<file path="src/rtl/control_sequencer.sv">
// control_sequencer: multi-cycle LEGv8 control sequencer.
// Runs FETCH -> DECODE -> EXEC0 -> [EXEC1] -> FETCH. It selects the class decoder
// control word, stalls on data memory, and flags illegal opcodes.
// Optional feature macro: ILLEGAL_TRAP_EN. When it is defined, an illegal opcode parks
// the sequencer in a sticky TRAP state. When it is undefined, the illegal opcode is
// retired as a NOP.
module control_sequencer #(
    parameter int unsigned CW_W   = 94,
    parameter int unsigned NS_BIT = 0,
    parameter int unsigned MW_BIT = 1,
    parameter int unsigned RW_BIT = 2
) (
    input  logic            clock,
    input  logic            reset,
    input  logic [31:0]     instr_in,
    input  logic            instr_valid,
    input  logic            mem_ready,
    input  logic [CW_W-1:0] cw_logic,
    input  logic [CW_W-1:0] cw_arith,
    input  logic [CW_W-1:0] cw_move,
    input  logic [CW_W-1:0] cw_mem,
    input  logic [CW_W-1:0] cw_branch,
    output logic            fetch_req,
    output logic [31:0]     ir,
    output logic            state,
    output logic [CW_W-1:0] cw_out,
    output logic            illegal
);

`ifdef ILLEGAL_TRAP_EN
    typedef enum logic [2:0] {S_FETCH, S_DECODE, S_EXEC0, S_EXEC1, S_TRAP} fsm_t;
`else
    typedef enum logic [1:0] {S_FETCH, S_DECODE, S_EXEC0, S_EXEC1} fsm_t;
`endif

    typedef enum logic [2:0] {
        CLS_NONE, CLS_LOGIC, CLS_ARITH, CLS_MOVE, CLS_MEM, CLS_BRANCH, CLS_ILLEGAL
    } cls_t;

    fsm_t            fsm_q, fsm_d;
    cls_t            cls_q, cls_d, dec_cls;
    logic [31:0]     ir_d;
    logic [CW_W-1:0] sel_cw;
    logic            stall;

    // Opcode group classification of the held instruction; the first match wins.
    always_comb begin
        dec_cls = CLS_ILLEGAL;
        if (ir[28:26] == 3'b100 && ir[25:23] == 3'b100) begin
            dec_cls = CLS_LOGIC;
        end else if (ir[28:26] == 3'b100 && ir[25:23] == 3'b010) begin
            dec_cls = CLS_ARITH;
        end else if (ir[28:26] == 3'b100 && ir[25:23] == 3'b101) begin
            dec_cls = CLS_MOVE;
        end else if (ir[28:26] == 3'b101) begin
            dec_cls = CLS_BRANCH;
        end else if (ir[27] && !ir[25]) begin
            dec_cls = CLS_MEM;
        end else if (ir[27:25] == 3'b101) begin
            dec_cls = ir[24] ? CLS_ARITH : CLS_LOGIC;
        end
    end

    // Control word of the registered class, and the memory stall condition.
    always_comb begin
        sel_cw = '0;
        case (cls_q)
            CLS_LOGIC:  sel_cw = cw_logic;
            CLS_ARITH:  sel_cw = cw_arith;
            CLS_MOVE:   sel_cw = cw_move;
            CLS_MEM:    sel_cw = cw_mem;
            CLS_BRANCH: sel_cw = cw_branch;
            default:    sel_cw = '0;
        endcase
        stall = (cls_q == CLS_MEM) && !mem_ready;
    end

    // State, IR and class registers; reset aborts any instruction in flight.
    always_ff @(posedge clock or posedge reset) begin
        if (reset) begin
            fsm_q <= S_FETCH;
            ir    <= '0;
            cls_q <= CLS_NONE;
        end else begin
            fsm_q <= fsm_d;
            ir    <= ir_d;
            cls_q <= cls_d;
        end
    end

    // Next-state and output decode.
    always_comb begin
        fsm_d     = fsm_q;
        ir_d      = ir;
        cls_d     = cls_q;
        fetch_req = 1'b0;
        state     = 1'b0;
        cw_out    = '0;
        illegal   = 1'b0;
        case (fsm_q)
            S_FETCH: begin
                fetch_req = 1'b1;
                if (instr_valid) begin
                    ir_d  = instr_in;
                    fsm_d = S_DECODE;
                end
            end
            S_DECODE: begin
                cls_d = dec_cls;
                if (dec_cls == CLS_ILLEGAL) begin
                    illegal = 1'b1;
`ifdef ILLEGAL_TRAP_EN
                    fsm_d   = S_TRAP;
`else
                    fsm_d   = S_FETCH;
`endif
                end else begin
                    fsm_d = S_EXEC0;
                end
            end
            S_EXEC0: begin
                cw_out = sel_cw;
                if (stall) begin
                    cw_out[RW_BIT] = 1'b0;
                    cw_out[MW_BIT] = 1'b0;
                end else begin
                    fsm_d = sel_cw[NS_BIT] ? S_EXEC1 : S_FETCH;
                end
            end
            S_EXEC1: begin
                state  = 1'b1;
                cw_out = sel_cw;
                if (stall) begin
                    cw_out[RW_BIT] = 1'b0;
                    cw_out[MW_BIT] = 1'b0;
                end else begin
                    fsm_d = S_FETCH;
                end
            end
`ifdef ILLEGAL_TRAP_EN
            S_TRAP: begin
                illegal = 1'b1;
            end
`endif
            default: begin
                fsm_d = S_FETCH;
            end
        endcase
    end

endmodule

</file>
<file path="config.mk">
export PLATFORM = sky130hd
export DESIGN_NAME = control_sequencer
export DESIGN_NICKNAME = d
export VERILOG_FILES = /design/src/rtl/control_sequencer.sv
export SDC_FILE = /design/constraint.sdc
export NUM_CORES = 1
export LEC_CHECK = 0
export ABC_AREA = 1
export BUFFER_PORTS_ARGS = -buffer_cell sky130_fd_sc_hd__buf_4
export CAP_MARGIN = 25
export CORE_AREA = 5 5 242 244
export CTS_CLUSTER_DIAMETER = 80
export DETAILED_ROUTE_END_ITERATION = 8
export DIE_AREA = 0 0 247 249
export SLEW_MARGIN = 20
export SYNTH_ARGS = -nofsm -noshare
export SYNTH_HDL_FRONTEND = slang
export SYNTH_SLANG_ARGS = --single-unit
</file>
<file path="constraint.sdc">
create_clock -name clock -period 3.6 [get_ports clock]
set_input_delay 0.18 -clock clock [delete_from_list [all_inputs] [get_ports clock]]
set_output_delay 0.18 -clock clock [all_outputs]
set_load 0.01 [all_outputs]
</file>
==> flow_summary_export.csv, run 1 <==
group,metric,value,unit
routing,num_vias,8894,
yosys,syn_area,5110,sq um
critical_path,critPathTopFamily,"buffers and inverters",
sta,setup_violations,0,
routing,drt_first_iter_violations,374,
placed_design,globalplace.congestion,0.886,
yosys,synth_cells,985,
grt,grt-ovfl-total,0,
floorplanning,die_w,247,microns
cells_and_area,nNetsFinal,2092,
clock_tree,insertion_delay,290,ps
grt,grt_max_degree,95,
pwr,switching_share,0.530,
critical_path,end_kind,"primary output",
floorplanning,die_area,61500,sq um
pwr,combPwrFrac,0.785,
sta,hold_violations,0,
pwr,power_density,534,nW/um^2
clock_tree,htreeDepth,2,
routing,wl_per_cell,18.1,microns
floorplanning,core,56100,sq um
placed_design,dpl.cell_count,2334,
grt,grt_pass1_vias,8950,
floorplanning,row_count,87,
grt,antenna_found_initial,2,
min_path,hold_class,"in -> reg",
critical_path,critPathKind,"reg -> out",
routing,postRouteAntennaNets,0,
cells_and_area,finalNonFillerCells,2343,
sta,min_period,2760,ps
critical_path,worst_path_max_delay_cell,"clkinv_2",
sta,fmax,0.363,GHz
pwr,power.internal,2750,uW
placed_design,numPortBuffers,634,
clock_tree,post-cts-setup-buffers,0,
critical_path,max_stage_delay,480,ps
sta,tns,0,ps
floorplanning,pin_count,635,
yosys,ys_warn_count,0,
yosys,synth_cell_types,22,
sta,rsz0062_at_grt,"no",
sta,slew_headroom,0.431,
cells_and_area,antenna_cells,0,
clock_tree,cts_hold_buf,1,
cells_and_area,synthToLayoutAreaGrowth,114,%
yosys,avgSynthCellArea,5.19,sq um
floorplanning,initial_core_util,0.0912,
placed_design,pre_cts_slack,1030,ps
floorplanning,fp.dieH,249,microns
sta,fin_crit_sh,0.766,
critical_path,path_buf_inv,4,
cells_and_area,drive_gt1_frac,0.442,
routing,wl_met3,4980,microns
grt,grt_pass1_wl,57100,microns
critical_path,cp-start-kind,"flip-flop",
routing,drt_wl_total,42400,microns
pwr,p_total,5850,uW
routing,routed-wl-met2,19500,microns
critical_path,crit_fanout,33,
clock_tree,clk_pin_slew,60,ps
critical_path,worstPathArrival,2580,ps
yosys,synth-seq-cells,37,
sta,finClkSkew,5.52,ps
critical_path,crit_required,3420,ps
pwr,p_sw,3100,uW
flow_run,cap_violations,0,
clock_tree,cts_buffer_depth,2,
clock_tree,cts_root_buf,"clkbuf_16",
routing,drt_first_pass_iters,5,
sta,postLayoutSetupSlackWorst,843,ps
cells_and_area,fin_area,11000,sq um
pwr,p_clk_frac,0.077,
pwr,vdd_ir_drop_max,0.380,mV
sta,worst_pin_slew,851,ps
clock_tree,cts_resized,0,
routing,met1Wirelength,16000,microns
pwr,power_frac_seq,0.138,
critical_path,path_cells,"inv_2, nor2_1, nand2_1, clkinv_2, buf_4, nand2_1, nand3_1, nor2_1, nor2_1, buf_4",
placed_design,dp_hpwl,35400,microns
routing,drc,0,
routing,viasPerCell,3.80,
clock_tree,cts_tree,"done",
routing,top_layer,"met4",
yosys,ys_seq_area_frac,0.181,
critical_path,crit_top_cell,"nor2_1",
clock_tree,numCtsBuffers,5,
pwr,p_leak,0.00555,uW
clock_tree,clock-sinks,37,
yosys,synth_nets,1491,
grt,grt_util_all_layers,0.125,
outcome,status,"complete, no violations",
sta,drv_slew,0,
placed_design,place_area,10800,sq um
-- layout make-up --
class	instances	area, sq um
clock buffers	5	125
clock inverters	3	21.3
fillers	6483	45100
inverters	52	198
multi-input cells	832	3710
flip-flops and latches	37	926
well taps	756	946
repair buffers	658	5040
-- metal layers --
metal,global-route usage,up-vias
li1,-,4309
met1,0.141,3974
met2,0.212,555
met3,0.0398,56
met4,0.0579,0
met5,0,-
-- cells by family after synthesis --
logic type,after synthesis,share of synthesized area
compound gates,92,0.102
simple gates,713,0.559
buf+inv,116,0.0989
mux,27,0.0595
flops,37,0.181
-- worst paths after layout --
kind / start / endpoint / slack, ps / depth (start not counted)
hold reg to reg: ir[16] / ir[16] / 510 / 1
setup reg to reg: cls_q[0] / fsm_q[0] / 1750 / 7
max in group asynchronous: reset / ir[26] / 2360 / 5
hold / removal: instr_in[11] / ir[11] / 110 / 2
setup / recovery: cls_q[2] / cw_out[91] / 840 / 10
min in group asynchronous: reset / ir[19] / 520 / 3
-- registers in the layout, indices dropped and copies added, names as in the netlist --
name / cells
fsm_q: 2
ir: 32
cls_q: 3
-- power groups by stage --
stage                     Clock, uW  Combinational, uW  Sequential [uW]
after global routing            484               5050              835
after global placement            0               4660              801
after floorplan                   0               2300              843
after detailed placement          0               4660              805
final                           452               4590              806
after CTS                       469               4680              806
-- cells in the mapped netlist --
library cell	n	area, sq um
o21ai_1	14	70.1
nand2_1	437	1640
inv_2	4	15.0
nand3_1	81	405
inv_1	48	180
o21ai_0	24	120
o211ai_1	1	7.51
a22oi_1	22	165
buf_2	38	190
nor3_2	1	10.0
dfrtp_1	37	926
nor3_1	1	5.00
o21bai_1	1	7.51
clkbuf_1	20	75.1
nor2_1	165	619
mux2_2	27	304
buf_4	6	45.0
a21oi_1	30	150
and3_1	22	138
nand4_1	3	18.8
nor2_2	2	12.5
nor3b_1	1	7.51
-- cells in the final DEF, fill, tap and decap left out --
master	instances
inv_6	1
nor2_4	3
and3_1	22
o211ai_1	1
o21ai_0	24
nor3b_1	1
clkinvlp_4	1
inv_1	47
nand3_1	81
buf_4	650
o21ai_1	14
clkinv_2	3
nand2_1	436
nand2_2	1
dlygate4sd3_1	1
a21oi_1	30
clkbuf_16	5
o21bai_1	1
mux2_2	27
nor2_1	164
dfrtp_1	37
nor3_1	1
nor3_4	1
nand4_1	3
inv_2	3
buf_12	6
buf_16	1
a22oi_1	22
-- per-stage QoR --
stage           util  hold WS, ps
4_1_cts        0.196          102
3_5_place_dp   0.193          278
6_report       0.196          114
2_1_floorplan      -          331
5_1_grt        0.196          109
3_3_place_gp   0.192          413
Note: power is estimated with default switching activity, not from simulation.
==> run 2: changes to the inputs <==
Settings changed: CORE_AREA 5 5 242 244 to 5 5 241 243, DIE_AREA 0 0 247 249 to 0 0 246 248.
Clock period 3.6 ns to 2.6 ns, I/O delays scaled along.
==> run 2 against run 1 <==
Net effect:
- global-route usage up 0.10 points
- combinational power increased by 44%
- register-to-register slack got worse by 790 ps
- power up 44%
==> flow_summary_export.csv, run 2 (synthesis gave the netlist of run 1 again) <==
group,metric,value,unit
floorplanning,initial_core_util,0.0917,
cells_and_area,largest_register,"ir",
min_path,hold_end,"ir[22]",
critical_path,path_cells,"inv_2, nand2_1, nor2_4, buf_12, buf_4, nand2_1, o21ai_1, nor2_1, nor2_1, buf_4",
pwr,power_density,757,nW/um^2
clock_tree,insertion_delay,300,ps
cells_and_area,utilization,0.199,
critical_path,worst_path_max_delay_cell,"dfrtp_1",
clock_tree,clock-sinks,37,
cells_and_area,synthToLayoutAreaGrowth,117,%
sta,finClkSkew,11.4,ps
min_path,hold_class,"in -> reg",
floorplanning,row_count,87,
cells_and_area,layout_common_cells,"657 x buf_4, 436 x nand2_1, 163 x nor2_1",
sta,fmax,0.402,GHz
floorplanning,fp.dieH,248,microns
outcome,status,"complete, no violations",
cells_and_area,final_common_cell,"buf_4",
critical_path,critPathKind,"reg -> out",
cells_and_area,largestRegisters,"ir: 32 flops, cls_q: 3 flops, fsm_q: 2 flops",
placed_design,dp_hpwl,35900,microns
cells_and_area,fin_area,11100,sq um
clock_tree,numCtsBuffers,5,
sta,tns,0,ps
critical_path,r2r_slack,960,ps
routing,drt_wl_total,42500,microns
critical_path,timing.rr.start,"fsm_q[1]",
floorplanning,core,55700,sq um
cells_and_area,finalNonFillerCells,2355,
sta,slew_headroom,0.595,
grt,grt_pass1_vias,8904,
grt,grt_pass1_wl,56900,microns
critical_path,max_stage_delay,460,ps
grt,grt_util_all_layers,0.126,
critical_path,cp-start-kind,"flip-flop",
routing,drc,0,
grt,antenna_found_initial,4,
clock_tree,cts_tree,"done",
clock_tree,clk_pin_slew,70,ps
sta,min_period,2490,ps
cells_and_area,largest_register_ffs,32,
floorplanning,pin_count,635,
routing,postRouteAntennaNets,0,
placed_design,dpl.cell_count,2343,
placed_design,globalplace.congestion,0.874,
critical_path,timing.rr.end,"ir[4]",
critical_path,worstPathArrival,2360,ps
critical_path,crit_fanout,32,
critical_path,crit_required,2470,ps
critical_path,end_kind,"primary output",
placed_design,numPortBuffers,634,
routing,wl_per_cell,18.1,microns
flow_run,cap_violations,0,
pwr,p_leak,0.00563,uW
routing,num_vias,8952,
pwr,vdd_ir_drop_max,0.561,mV
cells_and_area,drive_gt1_frac,0.447,
floorplanning,die_area,61000,sq um
routing,viasPerCell,3.80,
sta,whs,57.0,ps
min_path,worstHoldPathCells,2,
grt,grt-ovfl-total,0,
floorplanning,die_w,246,microns
sta,worst_pin_slew,607,ps
clock_tree,cts_buffer_depth,2,
sta,rsz0062_at_grt,"no",
critical_path,path_buf_inv,4,
min_path,min-delay-start,"instr_in[22]",
sta,setup_violations,0,
clock_tree,cts_root_buf,"clkbuf_16",
placed_design,place_area,10900,sq um
cells_and_area,nNetsFinal,2103,
sta,drv_slew,0,
clock_tree,htreeDepth,2,
sta,fin_crit_sh,0.958,
critical_path,critPathLaunch,"cls_q[2]",
critical_path,r2r.worst_path.cells,4,
routing,drt_first_iter_violations,535,
routing,drt_first_pass_iters,5,
critical_path,critPathTopFamily,"buffers and inverters",
sta,hold_violations,0,
grt,grt_max_degree,45,
-- run 2: changes by cell type in the layout (fill, tap and decap cells not counted), sizes merged --
cell | before | now
diode | 0 | 1
inv | 51 | 52
buf | 657 | 668
clkinv | 3 | 2
-- run 2: stage by stage --
stage,setup WS [ps],power (uW)
after floorplan,1060,4350
after global placement,313,7840
after detailed placement,335,7830
after CTS,47.3,8570
after global routing,7.35,9140
final,110,8400
-- run 2: timing repair --
item / CTS / global route
hold buffers: 1 / 0
resized for setup: 0 / 1
endpoints found under the setup margin: 1 / 1
pin swaps: 1 / 0
hold endpoints to repair: 37 / 0
buffers inserted: 2 / 0
-- run 2: worst register-to-register path, stage by stage, from the launching register on --
cell     delay, ps
dfrtp_1        500
nor2_1         120
nand2_1         70
buf_4          410
mux2_2         410
-- run 2: worst max-delay path by stage --
stage / to / slack [ps] / depth (start not counted)
2_1_floorplan: cw_out[33] / 1060 / 7
3_3_place_gp: cw_out[8] / 310 / 7
3_5_place_dp: cw_out[8] / 330 / 7
4_1_cts: cw_out[9] / 50 / 11
5_1_grt: cw_out[8] / 7 / 7
6_report: cw_out[86] / 110 / 10
-- run 2: layer usage --
metal / track usage / vias to the layer above / wire (microns)
met2: 0.214 / 539 / 20000
met1: 0.148 / 4021 / 16700
met5: 0 / - / 13
met3: 0.0362 / 62 / 4300
li1: - / 4328 / -
met4: 0.0522 / 2 / 1550
-- run 2: cell type report --
type | count | area (sq um)
Antenna cell | 1 | 2.50
Tap cell | 756 | 946
Sequential cell | 37 | 926
Fill cell | 6454 | 44600
Multi-Input combinational cell | 832 | 3710
Inverter | 52 | 199
Clock buffer | 5 | 125
Timing Repair Buffer | 669 | 5160
Clock inverter | 3 | 25.0
-- run 2: where the power goes --
group          switching [uW]  internal, uW
clock network             283           361
logic                    3890          2750
registers                 259           866
total                    4430          3970
==> run 3: changes to the inputs <==
Settings changed: ABC_AREA 1 to unset.
==> run 3 against run 2 <==
Net effect:
- via count is 11% lower
- first-iteration DRC count is 7.9% lower
- sequential power is 4% higher
- power is 12% lower
- register-to-register slack worse by 60 ps
- sequential cell count stayed put
- fmax is 0.92% lower
- wire length is 1.0% higher
- clock power is 14% higher
==> flow_summary_export.csv, run 3 <==
group,metric,value,unit
outcome,status,"complete, no violations",
grt,grt_util_all_layers,0.125,
yosys,synth-seq-cells,37,
sta,fin_crit_sh,0.967,
floorplanning,pin_count,635,
floorplanning,die_area,61000,sq um
placed_design,dpl.cell_count,2021,
floorplanning,fp.dieH,248,microns
sta,worst_pin_slew,665,ps
critical_path,end_kind,"primary output",
yosys,synth_cells,657,
yosys,synth_most_common_cell,"a21oi_1",
pwr,vdd_ir_drop_max,0.596,mV
critical_path,critPathKind,"reg -> out",
routing,num_vias,7993,
floorplanning,row_count,87,
cells_and_area,fillers,6265,
yosys,synth_top_cell_by_area,"mux2i_1",
yosys,ys_warn_count,0,
critical_path,worstPathArrival,2380,ps
yosys,synth_common_cells,"184 x a21oi_1, 98 x nor2_1, 95 x mux2i_1",
grt,antenna_found_initial,5,
cells_and_area,largest_register_ffs,32,
yosys,yosysTopAreaCellShare,0.192,
routing,wl_per_cell,21.2,microns
sta,tns,0,ps
clock_tree,numCtsBuffers,5,
flow_run,cap_violations,0,
placed_design,dp_hpwl,36200,microns
clock_tree,insertion_delay,290,ps
yosys,synth_cell_types,37,
cells_and_area,largest_register,"ir",
yosys,avgSynthCellArea,7.54,sq um
routing,viasPerCell,3.94,
placed_design,numPortBuffers,634,
yosys,netlist_top_cells_area,"mux2i_1 19%, dfrtp_1 19%, a21oi_1 19%, a22oi_1 14%, mux2_2 7.5%",
critical_path,critPathLaunch,"cls_q[0]",
sta,drv_slew,0,
cells_and_area,finalNonFillerCells,2031,
yosys,async_reset_ff_frac,1.00,
cells_and_area,layout_common_cells,"663 x buf_4, 182 x a21oi_1, 98 x nor2_1",
min_path,hold_class,"in -> reg",
min_path,hold_end,"ir[27]",
cells_and_area,final_common_cell,"buf_4",
sta,min_period,2510,ps
grt,grt-ovfl-total,0,
min_path,min-delay-start,"instr_in[27]",
yosys,synth_edf_count,0,
yosys,ys_seq_area_frac,0.187,
routing,drt_first_iter_violations,493,
sta,fmax,0.398,GHz
clock_tree,cts_root_buf,"clkbuf_16",
pwr,p_leak,0.00486,uW
routing,drt_wl_total,43000,microns
critical_path,crit_fanout,45,
cells_and_area,largestRegisters,"ir: 32 flops, cls_q: 3 flops, fsm_q: 2 flops",
cells_and_area,drive_gt1_frac,0.570,
clock_tree,clock-sinks,37,
floorplanning,die_w,246,microns
critical_path,r2r_slack,900,ps
cells_and_area,synthToLayoutAreaGrowth,121,%
critical_path,crit_required,2470,ps
sta,hold_violations,0,
yosys,syn_area,4960,sq um
critical_path,timing.rr.end,"fsm_q[0]",
routing,drc,0,
grt,grt_pass1_wl,56700,microns
yosys,synth_nets,1163,
critical_path,timing.rr.start,"cls_q[0]",
sta,setup_violations,0,
sta,whs,70.6,ps
routing,postRouteAntennaNets,0,
routing,drt_first_pass_iters,5,
clock_tree,cts_buffer_depth,2,
floorplanning,core,55700,sq um
critical_path,cp-start-kind,"flip-flop",
sta,slew_headroom,0.556,
clock_tree,clk_pin_slew,60,ps
min_path,worstHoldPathCells,2,
placed_design,globalplace.congestion,0.908,
grt,grt_pass1_vias,8148,
clock_tree,htreeDepth,2,
clock_tree,cts_tree,"done",
critical_path,r2r.worst_path.cells,5,
floorplanning,initial_core_util,0.0889,
yosys,synthFlopType,"dfrtp_1",
clock_tree,post-cts-setup-buffers,0,
sta,finClkSkew,2.49,ps
grt,grt_max_degree,55,
cells_and_area,nNetsFinal,1779,
sta,rsz0062_at_grt,"no",
pwr,power_density,676,nW/um^2
[run 3: changes by cell type after synthesis, moves of 6 or more]
| cell | change |
|---|---|
| a22oi_1 | +72 |
| o21ai_1 | -13 |
| buf_6 | +9 |
| a21oi_1 | +154 |
| and3_1 | -22 |
| nand2_1 | -431 |
| o21ai_0 | -17 |
| mux2i_1 | +95 |
| nand3_1 | -81 |
| nor2_1 | -67 |
| clkbuf_1 | -8 |
| mux2_2 | +6 |
| inv_1 | -45 |
| nor2b_1 | +6 |
[run 3: routing by layer]
metal  vias to the layer above  global-route usage  share of wire  routed length (microns)
li1                       3699                   -              -                        -
met1                      3744               0.159           0.40                    17400
met2                       496               0.209           0.47                    20200
met3                        46              0.0378           0.10                     4480
met4                         8              0.0323          0.021                      902
met5                         -                   0         0.0012                       50
[run 3: kinds of logic after synthesis]
kind of cell / after synthesis / synth area share
flip-flops: 37 / 0.187
multiplexers: 128 / 0.267
buffers and inverters: 70 / 0.0813
AO/OA/AOI/OAI: 299 / 0.357
AND/OR/NAND/NOR: 123 / 0.108
[run 3: cell type report]
type                    count  area, sq um  area share
repair buffers            675         5210       0.476
multi-input cells         550         3650       0.334
well taps                 756          946      0.0865
flip-flops and latches     37          931      0.0852
clock buffers               7          143      0.0131
clock inverters             1         30.0     0.00275
inverters                   4         15.0     0.00137
diodes                      1         2.50    0.000229
[run 3: timing repair]
action / 4_1_cts / 5_1_grt
setup endpoints to repair: 0 / 3
gates resized for setup: 0 / 3
hold buffers: 1 / 0
hold endpoints to repair: 16 / 0
[run 3: worst max path at each step]
stage,to,slack (ps)
floorplan,cw_out[10],990
global placement,cw_out[54],410
detailed placement,cw_out[54],370
CTS,cw_out[54],30
global route,cw_out[4],20
finish,cw_out[4],90
[run 3: where the power goes]
group          internal [uW]  leakage [uW]  switching, uW
clock network            480     0.0000841            251
registers                866      0.000435            299
logic                   2540       0.00435           2950
total                   3890       0.00486           3500
[run 3: critical path: stages, from the launching register on]
cell,delay [ps]
dfrtp_4,490
buf_12,260
mux2i_1,230
nor2_1,50
buf_4,130
a21oi_1,430
a21oi_1,160
buf_4,200
[run 3: through the flow]
stage	total power (uW)	area [sq um]	setup slack, ps	util
4_1_cts	7460	10900	34.7	0.196
3_5_place_dp	6700	10700	365	0.193
3_3_place_gp	6640	10700	407	0.193
5_1_grt	7910	10900	20.6	0.196
6_report	7390	10900	86.9	0.196
2_1_floorplan	4030	4960	994	-
